[config.mk]
export PLATFORM = sky130hd
export DESIGN_NAME = wos_address_handler
export DESIGN_NICKNAME = d
export VERILOG_FILES = /design/src/rtl/wos_pkg.sv /design/src/rtl/wos_addr_gen.sv /design/src/rtl/wos_address_handler.sv
export SDC_FILE = /design/constraint.sdc
export NUM_CORES = 1
export LEC_CHECK = 0
export CORE_ASPECT_RATIO = 1.1
export CORE_MARGIN = 3
export CORE_UTILIZATION = 40
export DETAILED_ROUTE_END_ITERATION = 8
export PLACE_DENSITY = 0.67
export SLEW_MARGIN = 20
export SYNTH_ARGS = -nofsm -noshare
export SYNTH_HDL_FRONTEND = slang
export SYNTH_SLANG_ARGS = --single-unit
export TNS_END_PERCENT = 20
[constraint.sdc]
create_clock -name clk -period 15.21 [get_ports clk]
set_input_delay 3.042 -clock clk [delete_from_list [all_inputs] [get_ports clk]]
set_output_delay 3.042 -clock clk [all_outputs]
set_load 0.01 [all_outputs]
[src/rtl/wos_pkg.sv]
// Shared types and constants for the weighted-order-statistics address sequencer.
package wos_pkg;

    localparam int WORD_DEFAULT  = 8;
    localparam int MAX_N_DEFAULT = 3;

    typedef enum logic [2:0] {
        IDLE,
        READ,
        SHIFT,
        WRITE,
        DONE
    } state_t;

    // Address width large enough for an h*w image plus its result region.
    function automatic int calc_aw(input int word);
        return 2 * word + 1;
    endfunction

endpackage

[src/rtl/wos_addr_gen.sv]
// Incremental address registers: window-column base, tap read pointer and output pointer.
// No multipliers: the result base h*w is formed by shift-add at frame start.
module wos_addr_gen
    import wos_pkg::*;
#(
    parameter int  WORD = WORD_DEFAULT,
    localparam int AW   = calc_aw(WORD)
) (
    input  logic            clk,
    input  logic            rst,
    input  logic [WORD-1:0] h_in,
    input  logic [WORD-1:0] w_in,
    input  logic [WORD-1:0] w_cfg,
    input  logic            load,
    input  logic            tap_step,
    input  logic            col_step,
    input  logic            out_step,
    output logic [AW-1:0]   rd_ptr,
    output logic [AW-1:0]   pix_next,
    output logic [AW-1:0]   out_ptr
);

    logic [AW-1:0] pix_q, pix_d;
    logic [AW-1:0] rd_q, rd_d;
    logic [AW-1:0] out_q, out_d;
    logic [AW-1:0] area;

    always_comb begin
        area = '0;
        for (int i = 0; i < WORD; i++) begin
            if (h_in[i]) begin
                area = area + (AW'(w_in) << i);
            end
        end
    end

    // pix tracks y*w + x; wrapping x to 0 on y++ is the same as adding one.
    always_comb begin
        pix_d = pix_q;
        rd_d  = rd_q;
        out_d = out_q;
        if (load) begin
            pix_d = '0;
            rd_d  = AW'(w_in);
            out_d = area;
        end else begin
            if (tap_step) begin
                rd_d = rd_q + AW'(w_cfg);
            end
            if (col_step) begin
                pix_d = pix_q + 1'b1;
                rd_d  = pix_q + 1'b1 + AW'(w_cfg);
            end
            if (out_step) begin
                out_d = out_q + 1'b1;
            end
        end
    end

    always_ff @(posedge clk) begin
        if (!rst) begin
            pix_q <= '0;
            rd_q  <= '0;
            out_q <= '0;
        end else begin
            pix_q <= pix_d;
            rd_q  <= rd_d;
            out_q <= out_d;
        end
    end

    assign rd_ptr   = rd_q;
    assign pix_next = pix_q + 1'b1;
    assign out_ptr  = out_q;

endmodule

[src/rtl/wos_address_handler.sv]
// Sliding-window read/write address sequencer for the WOS filter; all outputs registered.
// Define ADDRESS_HANDLER_CFG_CHECK_EN to make run ignore invalid h/w/n configurations.
module wos_address_handler
    import wos_pkg::*;
#(
    parameter int  WORD  = WORD_DEFAULT,
    parameter int  MAX_N = MAX_N_DEFAULT,
    localparam int AW    = calc_aw(WORD)
) (
    input  logic            clk,
    input  logic            rst,
    input  logic [WORD-1:0] h,
    input  logic [WORD-1:0] w,
    input  logic [WORD-1:0] n,
    input  logic            run,
    output logic [AW-1:0]   address,
    output logic            r_en,
    output logic            w_en,
    output logic            kernel_newline,
    output logic            kernel_clk,
    output logic            kernel_running
);

    state_t          state_q, state_d;
    logic [WORD-1:0] h_q, h_d, w_q, w_d, n_q, n_d;
    logic [WORD-1:0] x_q, x_d, y_q, y_d, k_q, k_d;
    logic [AW-1:0]   address_q, address_d;
    logic            r_en_q, r_en_d, w_en_q, w_en_d;
    logic            newline_q, newline_d, kclk_q, kclk_d, running_q, running_d;

    logic            cfg_ok, last_tap, advance;
    logic            load, tap_step, col_step, out_step;
    logic [WORD:0]   x_inc, y_next;
    logic [AW-1:0]   rd_ptr, pix_next, out_ptr;

`ifdef ADDRESS_HANDLER_CFG_CHECK_EN
    assign cfg_ok = (n != '0) && (n <= WORD'(MAX_N)) && (n <= h) && (n <= w);
`else
    assign cfg_ok = 1'b1;
`endif

    // MAX_N also caps the tap count so an unchecked oversize n cannot stall READ.
    assign last_tap = (k_q == n_q - 1'b1) || (k_q == WORD'(MAX_N - 1));
    assign x_inc    = {1'b0, x_q} + 1'b1;

    wos_addr_gen #(.WORD(WORD)) u_addr_gen (
        .clk      (clk),
        .rst      (rst),
        .h_in     (h),
        .w_in     (w),
        .w_cfg    (w_q),
        .load     (load),
        .tap_step (tap_step),
        .col_step (col_step),
        .out_step (out_step),
        .rd_ptr   (rd_ptr),
        .pix_next (pix_next),
        .out_ptr  (out_ptr)
    );

    // Outputs are computed for the state being entered, so they line up with it.
    always_comb begin
        state_d   = state_q;
        h_d       = h_q;
        w_d       = w_q;
        n_d       = n_q;
        x_d       = x_q;
        y_d       = y_q;
        k_d       = k_q;
        address_d = address_q;
        r_en_d    = 1'b0;
        w_en_d    = 1'b0;
        kclk_d    = 1'b0;
        newline_d = 1'b0;
        load      = 1'b0;
        tap_step  = 1'b0;
        col_step  = 1'b0;
        out_step  = 1'b0;
        advance   = 1'b0;
        y_next    = {1'b0, y_q};

        unique case (state_q)
            IDLE: begin
                if (run && cfg_ok) begin
                    state_d   = READ;
                    h_d       = h;
                    w_d       = w;
                    n_d       = n;
                    x_d       = '0;
                    y_d       = '0;
                    k_d       = '0;
                    load      = 1'b1;
                    r_en_d    = 1'b1;
                    address_d = '0;
                end
            end
            READ: begin
                if (last_tap) begin
                    state_d   = SHIFT;
                    k_d       = '0;
                    kclk_d    = 1'b1;
                    newline_d = (x_q == '0);
                end else begin
                    k_d       = k_q + 1'b1;
                    tap_step  = 1'b1;
                    r_en_d    = 1'b1;
                    address_d = rd_ptr;
                end
            end
            SHIFT: begin
                if (x_inc >= {1'b0, n_q}) begin
                    state_d   = WRITE;
                    w_en_d    = 1'b1;
                    address_d = out_ptr;
                    out_step  = 1'b1;
                end else begin
                    advance = 1'b1;
                end
            end
            WRITE:   advance = 1'b1;
            DONE:    state_d = IDLE;
            default: state_d = IDLE;
        endcase

        if (advance) begin
            col_step = 1'b1;
            if (x_inc == {1'b0, w_q}) begin
                x_d    = '0;
                y_next = {1'b0, y_q} + 1'b1;
            end else begin
                x_d = x_inc[WORD-1:0];
            end
            y_d = y_next[WORD-1:0];
            if (y_next + {1'b0, n_q} > {1'b0, h_q}) begin
                state_d = DONE;
            end else begin
                state_d   = READ;
                k_d       = '0;
                r_en_d    = 1'b1;
                address_d = pix_next;
            end
        end

        running_d = (state_d != IDLE);
    end

    always_ff @(posedge clk) begin
        if (!rst) begin
            state_q   <= IDLE;
            h_q       <= '0;
            w_q       <= '0;
            n_q       <= '0;
            x_q       <= '0;
            y_q       <= '0;
            k_q       <= '0;
            address_q <= '0;
            r_en_q    <= 1'b0;
            w_en_q    <= 1'b0;
            kclk_q    <= 1'b0;
            newline_q <= 1'b0;
            running_q <= 1'b0;
        end else begin
            state_q   <= state_d;
            h_q       <= h_d;
            w_q       <= w_d;
            n_q       <= n_d;
            x_q       <= x_d;
            y_q       <= y_d;
            k_q       <= k_d;
            address_q <= address_d;
            r_en_q    <= r_en_d;
            w_en_q    <= w_en_d;
            kclk_q    <= kclk_d;
            newline_q <= newline_d;
            running_q <= running_d;
        end
    end

    assign address        = address_q;
    assign r_en           = r_en_q;
    assign w_en           = w_en_q;
    assign kernel_clk     = kclk_q;
    assign kernel_newline = newline_q;
    assign kernel_running = running_q;

endmodule

Word level (Yosys, flattened, before mapping)
Index checks and enable logic that the tools add are counted. Widths: inputs -> output; s select.

Register bits: 124. Word-level logic and storage cells: 106.

Add/sub/neg operators: 16. $lt $le $gt $ge: 2. Equality and inequality tests: 6. Multiplexer cells: 50. Bitwise operators: 1. Reductions and logical operators: 14.

Operator list (count): $mux 17 (16); $mux 8 (11); $pmux 17 s3 (1); $add 17x1->17 const B (2); $add 17x8->17 (2); $add 8x1->9 const B (2); $mux 9 (2); $add 17x10->17 (1); $add 17x11->17 (1); $add 17x12->17 (1); $add 17x13->17 (1); $add 17x14->17 (1); $add 17x15->17 (1); $add 17x9->17 (1); $pmux 8 s2 (1); $mux 3 (5); $pmux 3 s4 (1); $mux 1 (11); $add 9x8->9 (1); $eq 9x8->1 (1); $ge 9x8->1 (1); $gt 9x8->1 (1); $add 8x1->8 const B (1); $eq 8x2->1 const B (1); 14 further kinds (22).

Logic depth before layout (Yosys ltp)
Word-level depth: 16. Gate-level depth with buffers: 49. Depth with buffers taken out: 48.

Cells and area by module
From an unflattened synthesis, not the netlist that was laid out.

Cell total of the unflattened synthesis: 1455. Area, all modules: 11624.9 um^2.

By module, submodules not included: wos_addr_gen (instances 1, cells an instance 839, area an instance 6391.1 um^2, seq. area each 1021.0 um^2); wos_address_handler (instances 1, cells an instance 616, area an instance 5233.8 um^2, seq. area each 1461.4 um^2).

Least setup slack after synthesis
OpenSTA, ideal clock, no wires.

Path type: input -> register. From: input port h[0]. To: register u_addr_gen.out_q[15], in the netlist u_addr_gen.out_ptr[15]. Setup time: 0.119 ns. Arrival time: 10.791 ns. Setup slack: 4.300 ns. Stages on the path: 43. Path buffers: 1. Path through: clkbuf_1 -> and2_1 -> ha_1 -> inv_1 -> fa_1 -> nor2b_1 -> o31ai_1 -> a21o_1 -> a31oi_1 -> ha_1 -> a21oi_1 -> o21ai_0 -> a21oi_1 -> xnor2_1 -> a211o_1 -> ha_1 -> o211a_1 -> or3_1 -> (+7 left out) -> a21oi_1 -> ha_1 -> xnor2_1 -> a22o_1 -> a31oi_1 -> ha_1 -> inv_1 -> o21bai_1 -> and3_1 -> or3_1 -> nand2_1 -> mux2i_1 -> ha_1 -> a21oi_1 -> o21bai_1 -> a21oi_1 -> nor2_1 -> o221a_2.

Longest elaborated chain between the ends: 16.

Ends and longest elaborated chain: start: declaration (line wos_address_handler.sv:12) `input logic [WORD-1:0] h,`; $mux 8 * (line wos_addr_gen.sv:31) `if (h_in[i]) begin`; $add 17x9->17 (line wos_addr_gen.sv:32) `area = area + (AW'(w_in) << i);`; $mux 17 * (line wos_addr_gen.sv:31); $add 17x10->17 (line wos_addr_gen.sv:32); $mux 17 * (line wos_addr_gen.sv:31); $add 17x11->17 (line wos_addr_gen.sv:32); $mux 17 * (line wos_addr_gen.sv:31); $add 17x12->17 (line wos_addr_gen.sv:32); $mux 17 * (line wos_addr_gen.sv:31); $add 17x13->17 (line wos_addr_gen.sv:32); $mux 17 * (line wos_addr_gen.sv:31); $add 17x14->17 (line wos_addr_gen.sv:32); $mux 17 * (line wos_addr_gen.sv:31); $add 17x15->17 (line wos_addr_gen.sv:32); $mux 17 * (line wos_addr_gen.sv:31); $mux 17 * (line wos_addr_gen.sv:42) `if (load) begin`; end signal: assignment (line wos_addr_gen.sv:68) `out_q <= out_d;`; end: declaration (line wos_addr_gen.sv:25) `logic [AW-1:0] out_q, out_d;`.

Every way passes the cells marked *; elsewhere a longest branch is shown, timed or not. A chain may end at the register's enable or synchronous reset.

Worst setup path after layout
From: input port w[1]. To: register u_addr_gen.out_q[15], in the netlist u_addr_gen.out_ptr[15].

Longest elaborated chain between the ends: 16.

Ends and longest elaborated chain: start: declaration (line wos_address_handler.sv:13) `input logic [WORD-1:0] w,`; $mux 8 (line wos_addr_gen.sv:31); $add 17x9->17 (line wos_addr_gen.sv:32); $mux 17 (line wos_addr_gen.sv:31); $add 17x10->17 (line wos_addr_gen.sv:32); $mux 17 (line wos_addr_gen.sv:31); $add 17x11->17 (line wos_addr_gen.sv:32); $mux 17 (line wos_addr_gen.sv:31); $add 17x12->17 (line wos_addr_gen.sv:32); $mux 17 (line wos_addr_gen.sv:31); $add 17x13->17 (line wos_addr_gen.sv:32); $mux 17 (line wos_addr_gen.sv:31); $add 17x14->17 (line wos_addr_gen.sv:32); $mux 17 (line wos_addr_gen.sv:31); $add 17x15->17 (line wos_addr_gen.sv:32); $mux 17 * (line wos_addr_gen.sv:31); $mux 17 * (line wos_addr_gen.sv:42).

Marked as above.

==> impl_metrics.yaml <==
clocking:
  postCtsSetupBuffers: 0
  cts_hold_buf: 0
  ctsResizeCount: 0
  htreeDepth: 4
  cts_buffers: 17
  clock_path_buffers: 2
  cts_sinks: 124
  cts.clk_slew.worst_paths_ps: 60
  cts_root_buf: "clkbuf_16"
  clk_latency_ps: 430
  cts_tree: "built"
timing:
  fin_crit_ps: 12080
  setup_viol: 0
  rsz0062_at_grt: "no"
  drv_slew: 0
  max_freq_mhz: 82.8
  clock_skew_ps: 11.0
  finalCritPeriodShare_pct: 79.4
  finalSetupTns_ps: 0
  worst_pin_slew_ps: 1060
  final_hold_viol_count: 0
  maxSlewHeadroom_pct: 27.5
logic_synthesis:
  syn_nets: 1573
  synthTopCellsByArea: "dfxtp_1 (23%), ha_1 (11%), xnor2_1 (6.4%), nand2_1 (5.8%), a21oi_1 (5.7%)"
  syn_area_per_cell_sq_um: 7.58
  yosysMostFrequentCell: "nand2_1"
  synth_top_cell_by_area: "dfxtp_1"
  syn_inst: 1437
  ys_ff_latch: 124
  synth_cell_type_count: 79
  yosysWarnings: 0
  synth-main-ff-cell: "dfxtp_1"
  synth_edf_count: 0
  synthTopCellsByCount: "nand2_1 (169), a21oi_1 (124), dfxtp_1 (124), nor2_1 (116), ha_1 (100)"
  async_flop_share_pct: 0
  syn_area_sq_um: 10900
  synth_top_area_share_pct: 22.8
  yosysSeqAreaShare_pct: 22.8
finish:
  drive_gt1_share_pct: 5.02
  area_growth_pct: 12.6
  diodes: 0
  finish.utilization_pct: 46.3
  nNetsFinal: 1576
critical_path:
  max_stage_delay_ps: 810
  cp.arrival_ps: 12410
  worstSetupEndpointType: "register"
  path_max_fanout: 11
  slowest_stage: "clkdlybuf4s50_1"
  startpoint_type: "input port"
  cp.required_ps: 15540
  worstSetupPathType: "in -> reg"
  crit_top_cell: "ha_1"
global_routing:
  antenna_found_initial: 0
  grt_pass1_vias: 9994
  grt_start_max_net_pins: 58
  grt_use_total_pct: 21.4
  grt_first_pass_wirelength_mm: 50.8
  grt-ovfl-total: 0
die:
  core-area_sq_um: 26500
  die-area_sq_um: 29200
  floorplan.rows: 62
  die_x_um: 163
  io_pins: 49
  initial_core_util_pct: 41.2
  die_h_um: 179
detailed_routing:
  routed_wirelength_mm: 30.9
  ant_nets: 0
  viasPerCell: 5.79
  firstDrtPassIters: 9
  first_iter_violations: 997
  via_count: 10400
  drc: 0
  avgRoutedWirePerCell_um: 17.1
power:
  p_per_area_nw_per_um2: 106
  p_leak_nw: 4.99
  ir_worst_vdd_v: 0.0000788
placed_design:
  dpl.hpwl_mm: 22.8
  numPortBuffers: 48
  gp_congestion: 0.906
min_path:
  hold_class: "reg -> reg"
flow_run:
  maxCapViolations: 0
status:
  status: "finished clean"
flip-flops by register name (all words and copies together) (netlist names):
signal and flops:
x_q 8, w_q 8, kernel_running 1, kernel_clk 1, u_addr_gen.out_ptr 17, y_q 8, state_q 3, k_q 8
n_q 8, u_addr_gen.pix_q 17, w_en 1, u_addr_gen.rd_ptr 17, r_en 1, address 17, h_q 8, kernel_newline 1
metrics by stage:
| stage | std cells | area, sq um | hold slack [ps] | total power [W] | setup slack [ps] |
|---|---|---|---|---|---|
| floorplan | 1437 | 10900 | 417 | 0.000762 | 4300 |
| finish | 1805 | 12300 | 456 | 0.00130 | 3130 |
| global route | 1805 | 12300 | 476 | 0.00139 | 2190 |
| CTS | 1805 | 12300 | 458 | 0.00131 | 3160 |
| global placement | 1773 | 11600 | 443 | 0.000861 | 3020 |
| detailed placement | 1773 | 11600 | 450 | 0.000871 | 2730 |
report_power, final:
group	internal [W]	switching, W	total [W]
Clock	0.000275	0.000159	0.000434
Combinational	0.000224	0.000287	0.000511
Sequential	0.000340	0.0000193	0.000359
Total	0.000840	0.000465	0.00130
area by class of cell:
| cell class | instances | area, sq um |
|---|---|---|
| well taps | 352 | 440 |
| repair buffers | 62 | 586 |
| clock buffers | 19 | 433 |
| inverters | 80 | 300 |
| fillers | 2586 | 14200 |
| multi-input cells | 1155 | 7830 |
| flip-flops and latches | 124 | 2480 |
| clock inverters | 13 | 191 |
cells in the final DEF (no fill, tap or decap), types with 15 or more instances in the layout:
cell type,synthesis,routed
a21o_1,26,26
a21oi_1,124,124
a222oi_1,18,18
a31oi_1,24,24
and2_1,17,17
and3_1,24,23
clkbuf_16,0,17
clkdlybuf4s50_1,0,48
dfxtp_1,124,124
ha_1,100,100
inv_1,79,78
nand2_1,169,169
nand3_1,43,42
nand4_1,26,26
nor2_1,116,115
nor2b_1,15,15
nor3_1,32,32
o21ai_0,82,82
xnor2_1,80,80
xor2_1,39,39
per-layer routing:
layer / global-route usage [%] / up-vias / wire [um]
li1: - / 5175 / -
met2: 36.8 / 311 / 14600
met3: 2.84 / 54 / 1760
met5: 0 / - / 0
met1: 27.4 / 4902 / 13700
met4: 7.40 / 0 / 824
cell families (layout without fill, tap and decap cells):
family	Yosys count	after routing	share of synthesized area (%)
adders and majority gates	109	109	13.1
muxes	18	18	1.73
and+or+nand+nor	503	503	22.0
xor gates and xnor gates	124	124	10.6
buffers and inverters	158	174	5.64
DFF	124	124	22.8
AOI/OAI and AO/OA	401	401	24.0
worst max-delay path: cells and delay by family:
family	cells	cell delay [ps]
buffers and inverters	4	1360
AND/OR/NAND/NOR	8	810
adder cells (fa/ha/maj)	7	2490
XOR/XNOR	4	580
AO/OA/AOI/OAI	22	4090
worst paths after layout:
| kind | startpoint | to | slack (ps) | cells past startpoint |
|---|---|---|---|---|
| max | w[1] | u_addr_gen.out_ptr[15] | 3130 | 45 |
| min | h_q[3] | h_q[3] | 460 | 2 |
| max reg2reg | x_q[0] | k_q[6] | 8650 | 24 |
| min reg2reg | h_q[3] | h_q[3] | 460 | 2 |
No activity file was read; power rests on OpenSTA's default activity.
